**src/rtl/line_fill_ctrl.sv**
```systemverilog
// line_fill_ctrl: assembles a 256-bit cache line from eight word-bus reads, with a per-beat ack timeout
module line_fill_ctrl #(
  parameter int TIMEOUT_CYC = 1023
) (
  input  logic         clk,
  input  logic         rst,
  input  logic         mem_req_in,
  input  logic [31:0]  mem_addr_in,
  output logic [255:0] mem_data_out,
  output logic         mem_ready_out,
  output logic         bus_req_out,
  output logic [31:0]  bus_addr_out,
  input  logic [31:0]  bus_rdata_in,
  input  logic         bus_ack_in,
  output logic         err_out
);
  localparam int TW = $clog2(TIMEOUT_CYC + 1);
  typedef enum logic [1:0] {IDLE, FETCH, DONE, ERR} state_t;
  state_t        state, state_nx;
  logic [26:0]   base;
  logic [2:0]    beat;
  logic [TW-1:0] tcnt;
  logic          start, ack, tmo;
  assign start = state == IDLE && mem_req_in;
  assign ack   = state == FETCH && bus_ack_in;
  // an ack on the limit cycle takes priority over the timeout
  assign tmo   = state == FETCH && !bus_ack_in && tcnt == TW'(TIMEOUT_CYC - 1);
  always_comb begin
    state_nx = state;
    state_nx = start                  ? FETCH :
               ack && beat == 3'd7    ? DONE  :
               tmo                    ? ERR   :
               state == DONE          ? IDLE  : state;
  end
  always_ff @(posedge clk) begin
    if (rst) begin
      state        <= IDLE;
      base         <= '0;
      beat         <= '0;
      tcnt         <= '0;
      mem_data_out <= '0;
    end else begin
      state <= state_nx;
      if (start) begin
        base <= mem_addr_in[31:5];
        beat <= '0;
        tcnt <= '0;
      end
      if (ack) begin
        mem_data_out[{beat, 5'd0} +: 32] <= bus_rdata_in;
        beat <= beat + 3'd1;
        tcnt <= '0;
      end else if (state == FETCH && tcnt != TW'(TIMEOUT_CYC)) begin
        tcnt <= tcnt + TW'(1);
      end
    end
  end
  assign bus_req_out   = state == FETCH;
  assign mem_ready_out = state == DONE;
  assign err_out       = state == ERR;
  assign bus_addr_out  = {base, beat, 2'b00};
endmodule

```
**config.mk**
```make
export PLATFORM = sky130hd
export DESIGN_NAME = line_fill_ctrl
export DESIGN_NICKNAME = d
export VERILOG_FILES = /design/src/rtl/line_fill_ctrl.sv
export SDC_FILE = /design/constraint.sdc
export NUM_CORES = 1
export LEC_CHECK = 0
export ABC_AREA = 0
export CELL_PAD_IN_SITES_DETAIL_PLACEMENT = 1
export CELL_PAD_IN_SITES_GLOBAL_PLACEMENT = 1
export CORE_UTILIZATION = 35
export CTS_BUF_LIST = sky130_fd_sc_hd__clkbuf_8
export DETAILED_ROUTE_END_ITERATION = 10
export PLACE_DENSITY_LB_ADDON = 0.1
export RECOVER_POWER = 50
export SYNTH_ARGS = -nofsm -noshare
export SYNTH_HDL_FRONTEND = slang
export SYNTH_SLANG_ARGS = --single-unit
```
**constraint.sdc**
```tcl
create_clock -name clk -period 3.09 [get_ports clk]
set_clock_uncertainty 0.1 [all_clocks]
set_input_delay 0.309 -clock clk [delete_from_list [all_inputs] [get_ports clk]]
set_output_delay 0.309 -clock clk [all_outputs]
set_load 0.005 [all_outputs]
```
# Word level (Yosys, flattened, before mapping)
# Cells that the tools add are included.
[totals]
in_bits = 68
word_cells = 40
ff_bits = 298
[classes]
reduce_logical = 14
n_eq_ne = 6
shift = 2
mux = 9
n_addsub = 3
[ops]
columns = ["op", "n"]
rows = [
  ["bitwise mux 256 bit", 1],
  ["variable shift 32 x 10 -> 256 bit, first input constant", 1],
  ["variable part select 32 x 10 -> 256 bit", 1],
  ["two-way mux 10 bit", 2],
  ["adder 10 x 1 -> 10 bit, second input constant", 1],
  ["== test 10 bit, second input constant", 1],
  ["!= test 10 bit, second input constant", 1],
  ["negation 8 -> 10 bit", 1],
  ["logical AND 1 bit", 6],
  ["two-way mux 2 bit", 3],
  ["two-way mux 3 bit", 2],
  ["== test 2 bit, second input constant", 2],
  ["nonzero test 2 bit", 2],
  ["nonzero test 4 bit", 1],
  ["OR reduction 2 bit", 2],
  ["adder 3 x 1 -> 3 bit, second input constant", 1],
  ["== test 3 bit, second input constant", 1],
  ["nonzero test 3 bit", 1],
  ["== test 2 x 1 -> 1 bit, second input constant", 1],
  ["zero test 2 bit", 1],
  ["zero test 1 bit", 1],
  ["two-way mux 1 bit", 1],
]

# Longest topological paths before layout
# Gate-level depths: netlist (run 1).
[logic_depth]
ltp_word = 6
mapped_depth = 9

# Worst setup path before layout (run 1)
# OpenSTA, ideal clock, no wires.
[synth_timing]
path_kind = "register to register"
start = "reg beat[0]"
end = "reg mem_data_out[2]"
path_buffers = 1
path_stages_with_launch = 9
setup_ns = 0.128
setup_slack_ns = 0.853
t_arrival_ns = 2.009
cell_sequence = "dfxtp_1 > inv_2 > ha_1 > ha_1 > nor4b_1 > nand3_2 > buf_4 > mux2i_1 > nor2_1"
[synth_between]
elab_chain_cells = 3
[synth_rtl]
columns = ["item", "line_no", "source"]
rows = [
  ["from (decl)", "21", "logic [2:0] beat;"],
  ["from (signal assigned)", "51", "beat <= beat + 3'd1;"],
  ["negation 8 -> 10 bit *", "50", "mem_data_out[{beat, 5'd0} +: 32] <= bus_rdata_in;"],
  ["variable part select 32 x 10 -> 256 bit / variable shift 32 x 10 -> 256 bit (equally long branches)", "50", ""],
  ["bitwise mux 256 bit *", "50", ""],
  ["to (signal, indexed assignment)", "50", ""],
  ["to (decl)", "9", "output logic [255:0] mem_data_out,"],
]
# Mark *: on every way between the ends. The rest lies on a longest branch, timed or not.
# A chain may end at the register's enable or synchronous reset.

# Worst setup path in the final report (run 1)
[layout_timing]
start = "reg beat[0]"
end = "reg mem_data_out[106]"
# Same word-level chain as after synthesis.

==> results of run 1 <==
## Yosys cell counts (all sizes together), types with 2 or more instances
| library cell | instances |
|---|---|
| nor2b | 3 |
| or3 | 3 |
| inv | 4 |
| or2 | 2 |
| nor3b | 3 |
| and2 | 4 |
| mux2i | 65 |
| nand2 | 259 |
| nor3 | 2 |
| ha | 10 |
| buf | 64 |
| nand4 | 3 |
| a31oi | 5 |
| clkbuf | 82 |
| and3 | 7 |
| a21oi | 226 |
| dfxtp | 298 |
| o21ai | 6 |
| and4b | 5 |
| nand3 | 205 |
| nand4b | 3 |
| nor2 | 73 |
## power by group through the flow
stage / Combinational (mW) / Clock (mW) / Sequential [mW]
2_1_floorplan: 0.231 / 0 / 4.00
3_3_place_gp: 0.487 / 0 / 3.99
3_5_place_dp: 0.491 / 0 / 4.00
4_1_cts: 0.493 / 3.64 / 3.91
5_1_grt: 0.513 / 3.84 / 3.91
6_report: 0.474 / 3.54 / 3.91
## flip-flops by register name, summed over array words and instances (netlist names)
signal / count
mem_data_out: 256
state: 2
base: 27
tcnt: 10
beat: 3
## stage by stage
step                std cells  utilization  area (um^2)  hold slack, ps  setup slack (ps)
global route             2082       0.5072        16050           161.9             57.22
finish                   2082       0.5072        16050           125.5             255.5
CTS                      2082       0.5073        16050           142.5             226.7
detailed placement       1993       0.4749        15020           346.2             249.4
global placement         1993       0.4749        15020           341.4             333.7
floorplan                1349            -        11270           345.0             853.3
## kinds of logic after synthesis
family          share of synthesized area
simple gates                       0.2282
flops                              0.5297
compound gates                     0.1124
buf+inv                           0.06054
mux                               0.05776
fa+ha+maj                         0.01111
other cells                     0.0003329
## worst paths after layout
path / from / endpoint / slack, ps / depth (start not counted)
max: beat[0]$_SDFFE_PP0P_ / mem_data_out[106]$_SDFFE_PP0P_ / 260 / 8
min: rst / mem_data_out[31]$_SDFFE_PP0P_ / 130 / 2
max reg2reg: beat[0]$_SDFFE_PP0P_ / mem_data_out[106]$_SDFFE_PP0P_ / 260 / 8
min reg2reg: mem_data_out[88]$_SDFFE_PP0P_ / mem_data_out[88]$_SDFFE_PP0P_ / 350 / 2
## final cells by class
type	instances	share of cell area
clock inverters	21	0.005536
inverters	5	0.001170
clock buffers	68	0.05833
multi-input cells	900	0.2916
flip-flops and latches	298	0.3718
repair buffers	388	0.2403
well taps	402	0.03135
## critical path: cells and delay by family, from the launching register on
family | cells | cell delay [ps]
buffers and inverters | 2 | 370
flip-flops | 1 | 570
AO/OA/AOI/OAI | 2 | 500
adder cells (fa/ha/maj) | 2 | 660
AND/OR/NAND/NOR | 2 | 530
## metal layers
layer	wire, um	up-vias	track usage	part of all wire
met5	0	-	0	0
met4	847	0	0.06271	0.021
met3	3224	56	0.07020	0.079
met2	18860	341	0.4022	0.46
met1	17920	5236	0.3144	0.44
li1	-	5138	-	-
==> impl_metrics.json, run 1 <==
{
  "status": "finished, final reports clean",
  "dr.first_iter.drc_count": 531,
  "netlist_instances": 1348,
  "cts_hold_buffers": 0,
  "die_h_um": 181.4,
  "multi_input_area_um2": 4678,
  "path_class": "reg -> reg",
  "synth_cell_types": 44,
  "path_max_fanout": 22,
  "final_common_cell": "dfxtp_1",
  "rsz0062_at_grt": "false",
  "mostFrequentLayoutCells": "dfxtp_1 (298), dlygate4sd3_1 (279), nand2_1 (259)",
  "wirelength_um": 40850,
  "fp-row-count": 65,
  "die_w_um": 181.4,
  "critPathArrivalTime_ps": 3220,
  "startpoint_type": "register",
  "clkPwrFrac": 0.447,
  "worst_slew_pin_slew_ps": 945.3,
  "vias": 10770,
  "yosysSeqAreaShare": 0.5297,
  "setup_viol": 0,
  "avgRoutedWirePerCell_um": 19.62,
  "leakagePower_nw": 6.879,
  "hold_viol_final": 0,
  "cap_violations": 0,
  "slew_headroom": 0.3698,
  "netSwitchingPower_mw": 1.900,
  "clock-root-buffer": "clkbuf_8",
  "total_power_mw": 7.923,
  "finalSetupTns_ps": 0,
  "ys.flop_type": "dfxtp_1",
  "ctsResizeCount": 0,
  "switching_share": 0.2398,
  "drt_pass1_iterations": 5,
  "gr-usage-all-layers": 0.2449,
  "yosys.area.top_type": "dfxtp_1",
  "hold_class": "in -> reg",
  "pwr-share-comb": 0.060,
  "nFillCells": 3709,
  "netlist_area_um2": 11260,
  "synth_edf_count": 0,
  "gp_congestion": 0.7730,
  "slowest_delay_ps": 570,
  "cts_max_path_buffers": 3,
  "fmax_ghz": 0.3528,
  "insertion_delay_ps": 550,
  "drtAntennaViolNets": 0,
  "crit_top_cell": "ha_1",
  "cp_slowest_cell": "dfxtp_1",
  "clk_pin_slew_ps": 60,
  "cts_tree": "built",
  "cts_setup_buffers": 0,
  "grt_pass1_vias": 10580,
  "yosys_warnings": 0,
  "grt_first_pass_wirelength_um": 63120,
  "required_ps": 3480,
  "cts_max_level": 2,
  "avgSynthCellArea_um2": 8.356,
  "hpwl_um": 27330,
  "drc": 0,
  "regArea_um2": 5966,
  "diodes": 0,
  "antenna_found_initial": 0,
  "cts_buffers": 52,
  "pin_count": 359,
  "core_area_um2": 31640,
  "end_kind": "register",
  "via_per_inst": 5.173,
  "clock-sinks": 298,
  "synth_top_area_share": 0.5297,
  "area_growth_pct": 42.46,
  "peakVddDrop_v": 0.0003155,
  "grt_max_degree": 130,
  "die_area_um2": 32900,
  "portBuffers": 351,
  "synth_area_leaders": "dfxtp_1 (53%), a21oi_1 (10%), nand3_1 (9.1%)",
  "internal-power_mw": 6.023,
  "crit_chain": "inv_2 > ha_1 > ha_1 > o31a_1 > and3_2 > buf_12 > nand3_1 > a21oi_1",
  "power_density_nw_per_um2": 493.8,
  "gr-total-overflow": 0,
  "start_util": 0.3560,
  "drive_above_1_share": 0.07679,
  "synth-seq-cells": 298,
  "final.min_clock_period_ps": 2835,
  "final_net_count": 1723,
  "async_reset_ff_frac": 0,
  "seqPwrFrac": 0.494,
  "drv_slew": 0,
  "period_share": 0.9173
}
Note: power is estimated with default switching activity, not from simulation.
==> run 2, diff against run 1 <==
--- a/config.mk
+++ b/config.mk
@@ -11,6 +11,7 @@
 export CORE_UTILIZATION = 35
 export CTS_BUF_LIST = sky130_fd_sc_hd__clkbuf_8
 export DETAILED_ROUTE_END_ITERATION = 10
+export MAX_ROUTING_LAYER = met4
 export PLACE_DENSITY_LB_ADDON = 0.1
 export RECOVER_POWER = 50
 export SYNTH_ARGS = -nofsm -noshare
==> impl_metrics.json, run 2 (synthesis results as in run 1) <==
{
  "drc": 0,
  "hold_viol_final": 0,
  "end_kind": "register",
  "cap_violations": 0,
  "portBuffers": 351,
  "critPathBufInv": 2,
  "startpoint_type": "register",
  "die_w_um": 181.4,
  "largest_register_ffs": 256,
  "setup_viol": 0,
  "gr-usage-all-layers": 0.2528,
  "path_class": "reg -> reg",
  "finalSetupTns_ps": 0,
  "grt_first_pass_wirelength_um": 63030,
  "grt_use_met1": 0.3181,
  "hold_class": "in -> reg",
  "slowest_delay_ps": 570,
  "grt_pass1_vias": 10600,
  "drive_above_1_share": 0.07679,
  "gp_congestion": 0.7834,
  "pin_count": 359,
  "cts_buffers": 52,
  "final.min_clock_period_ps": 2827,
  "rsz0062_at_grt": "false",
  "cp_top_family": "adder cells",
  "wirelength_um": 40940,
  "top_regs": "mem_data_out x256, base x27, tcnt x10",
  "cts_hold_buffers": 0,
  "crit_chain": "inv_2 > ha_1 > ha_1 > o31a_1 > and3_2 > buf_12 > nand3_1 > a21oi_1",
  "final_common_cell": "dfxtp_1",
  "dr.first_iter.drc_count": 597,
  "start_util": 0.3560,
  "fmax_ghz": 0.3537,
  "vias": 10730,
  "hpwl_um": 27330,
  "use_met3": 0.06739,
  "grt-busiest-layer": "met2",
  "ff2ff_setup_slack_ps": 260,
  "leakagePower_nw": 6.879,
  "die_h_um": 181.4,
  "grt_max_degree": 130,
  "status": "finished, final reports clean",
  "die_area_um2": 32900,
  "insertion_delay_ps": 550,
  "cts_max_path_buffers": 3,
  "cts_max_level": 2,
  "crit_top_cell": "ha_1",
  "antenna_found_initial": 0,
  "drt_pass1_iterations": 5,
  "period_share": 0.9150,
  "avgRoutedWirePerCell_um": 19.66,
  "ctsResizeCount": 0,
  "critPathArrivalTime_ps": 3210,
  "drtAntennaViolNets": 0,
  "gr-total-overflow": 0,
  "total_power_mw": 7.921,
  "power_density_nw_per_um2": 493.7,
  "diodes": 0,
  "final_net_count": 1723,
  "largest-register": "mem_data_out",
  "drv_slew": 0,
  "core_area_um2": 31640,
  "mostFrequentLayoutCells": "dfxtp_1 (298), dlygate4sd3_1 (279), nand2_1 (259)",
  "clk_pin_slew_ps": 60,
  "clock-root-buffer": "clkbuf_8",
  "via_per_inst": 5.155,
  "worst_slew_pin_slew_ps": 931.8,
  "cts_setup_buffers": 0,
  "slew_headroom": 0.3788,
  "cp_slowest_cell": "dfxtp_1",
  "required_ps": 3470,
  "fp-row-count": 65,
  "gr-usage-met2": 0.4017,
  "area_growth_pct": 42.46,
  "clock-sinks": 298,
  "peakVddDrop_v": 0.0003155,
  "cts_tree": "built",
  "path_max_fanout": 22
}
==> run 2: final timing paths <==
kind,end,startpoint,cells after the start
max,mem_data_out[106]$_SDFFE_PP0P_,beat[0]$_SDFFE_PP0P_,8
min,mem_data_out[31]$_SDFFE_PP0P_,rst,2
max reg2reg,mem_data_out[106]$_SDFFE_PP0P_,beat[0]$_SDFFE_PP0P_,8
min reg2reg,mem_data_out[88]$_SDFFE_PP0P_,mem_data_out[88]$_SDFFE_PP0P_,2
==> run 2: layout make-up <==
cell class | count | area [um^2]
fillers | 3709 | 15590
flip-flops and latches | 298 | 5966
multi-input cells | 900 | 4678
repair buffers | 388 | 3855
clock buffers | 68 | 935.9
well taps | 402 | 503.0
clock inverters | 21 | 88.84
inverters | 5 | 18.77
==> run 2: stage by stage <==
step | worst slack [ps] | cells | util | instance area [um^2] | hold slack, ps
after floorplan | 853.3 | 1349 | - | 11270 | 345.0
after global placement | 333.7 | 1993 | 0.4749 | 15020 | 341.4
after detailed placement | 249.4 | 1993 | 0.4749 | 15020 | 346.2
after CTS | 226.7 | 2082 | 0.5073 | 16050 | 142.5
after global routing | 53.94 | 2082 | 0.5072 | 16050 | 162.8
final | 262.7 | 2082 | 0.5072 | 16050 | 146.0
==> run 2: where the power goes <==
group / leakage (nW) / internal [mW] / switching, mW
Sequential: 2.41 / 3.89 / 0.0246
Combinational: 3.88 / 0.188 / 0.285
Clock: 0.594 / 1.95 / 1.59
Total: 6.88 / 6.02 / 1.90
==> run 2: routing by layer <==
| layer | wire [um] | vias to the layer above | part of all wire |
|---|---|---|---|
| li1 | - | 5132 | - |
| met1 | 18070 | 5192 | 0.44 |
| met2 | 18910 | 349 | 0.46 |
| met3 | 3113 | 60 | 0.076 |
| met4 | 843 | 0 | 0.021 |
| met5 | 0 | - | 0 |
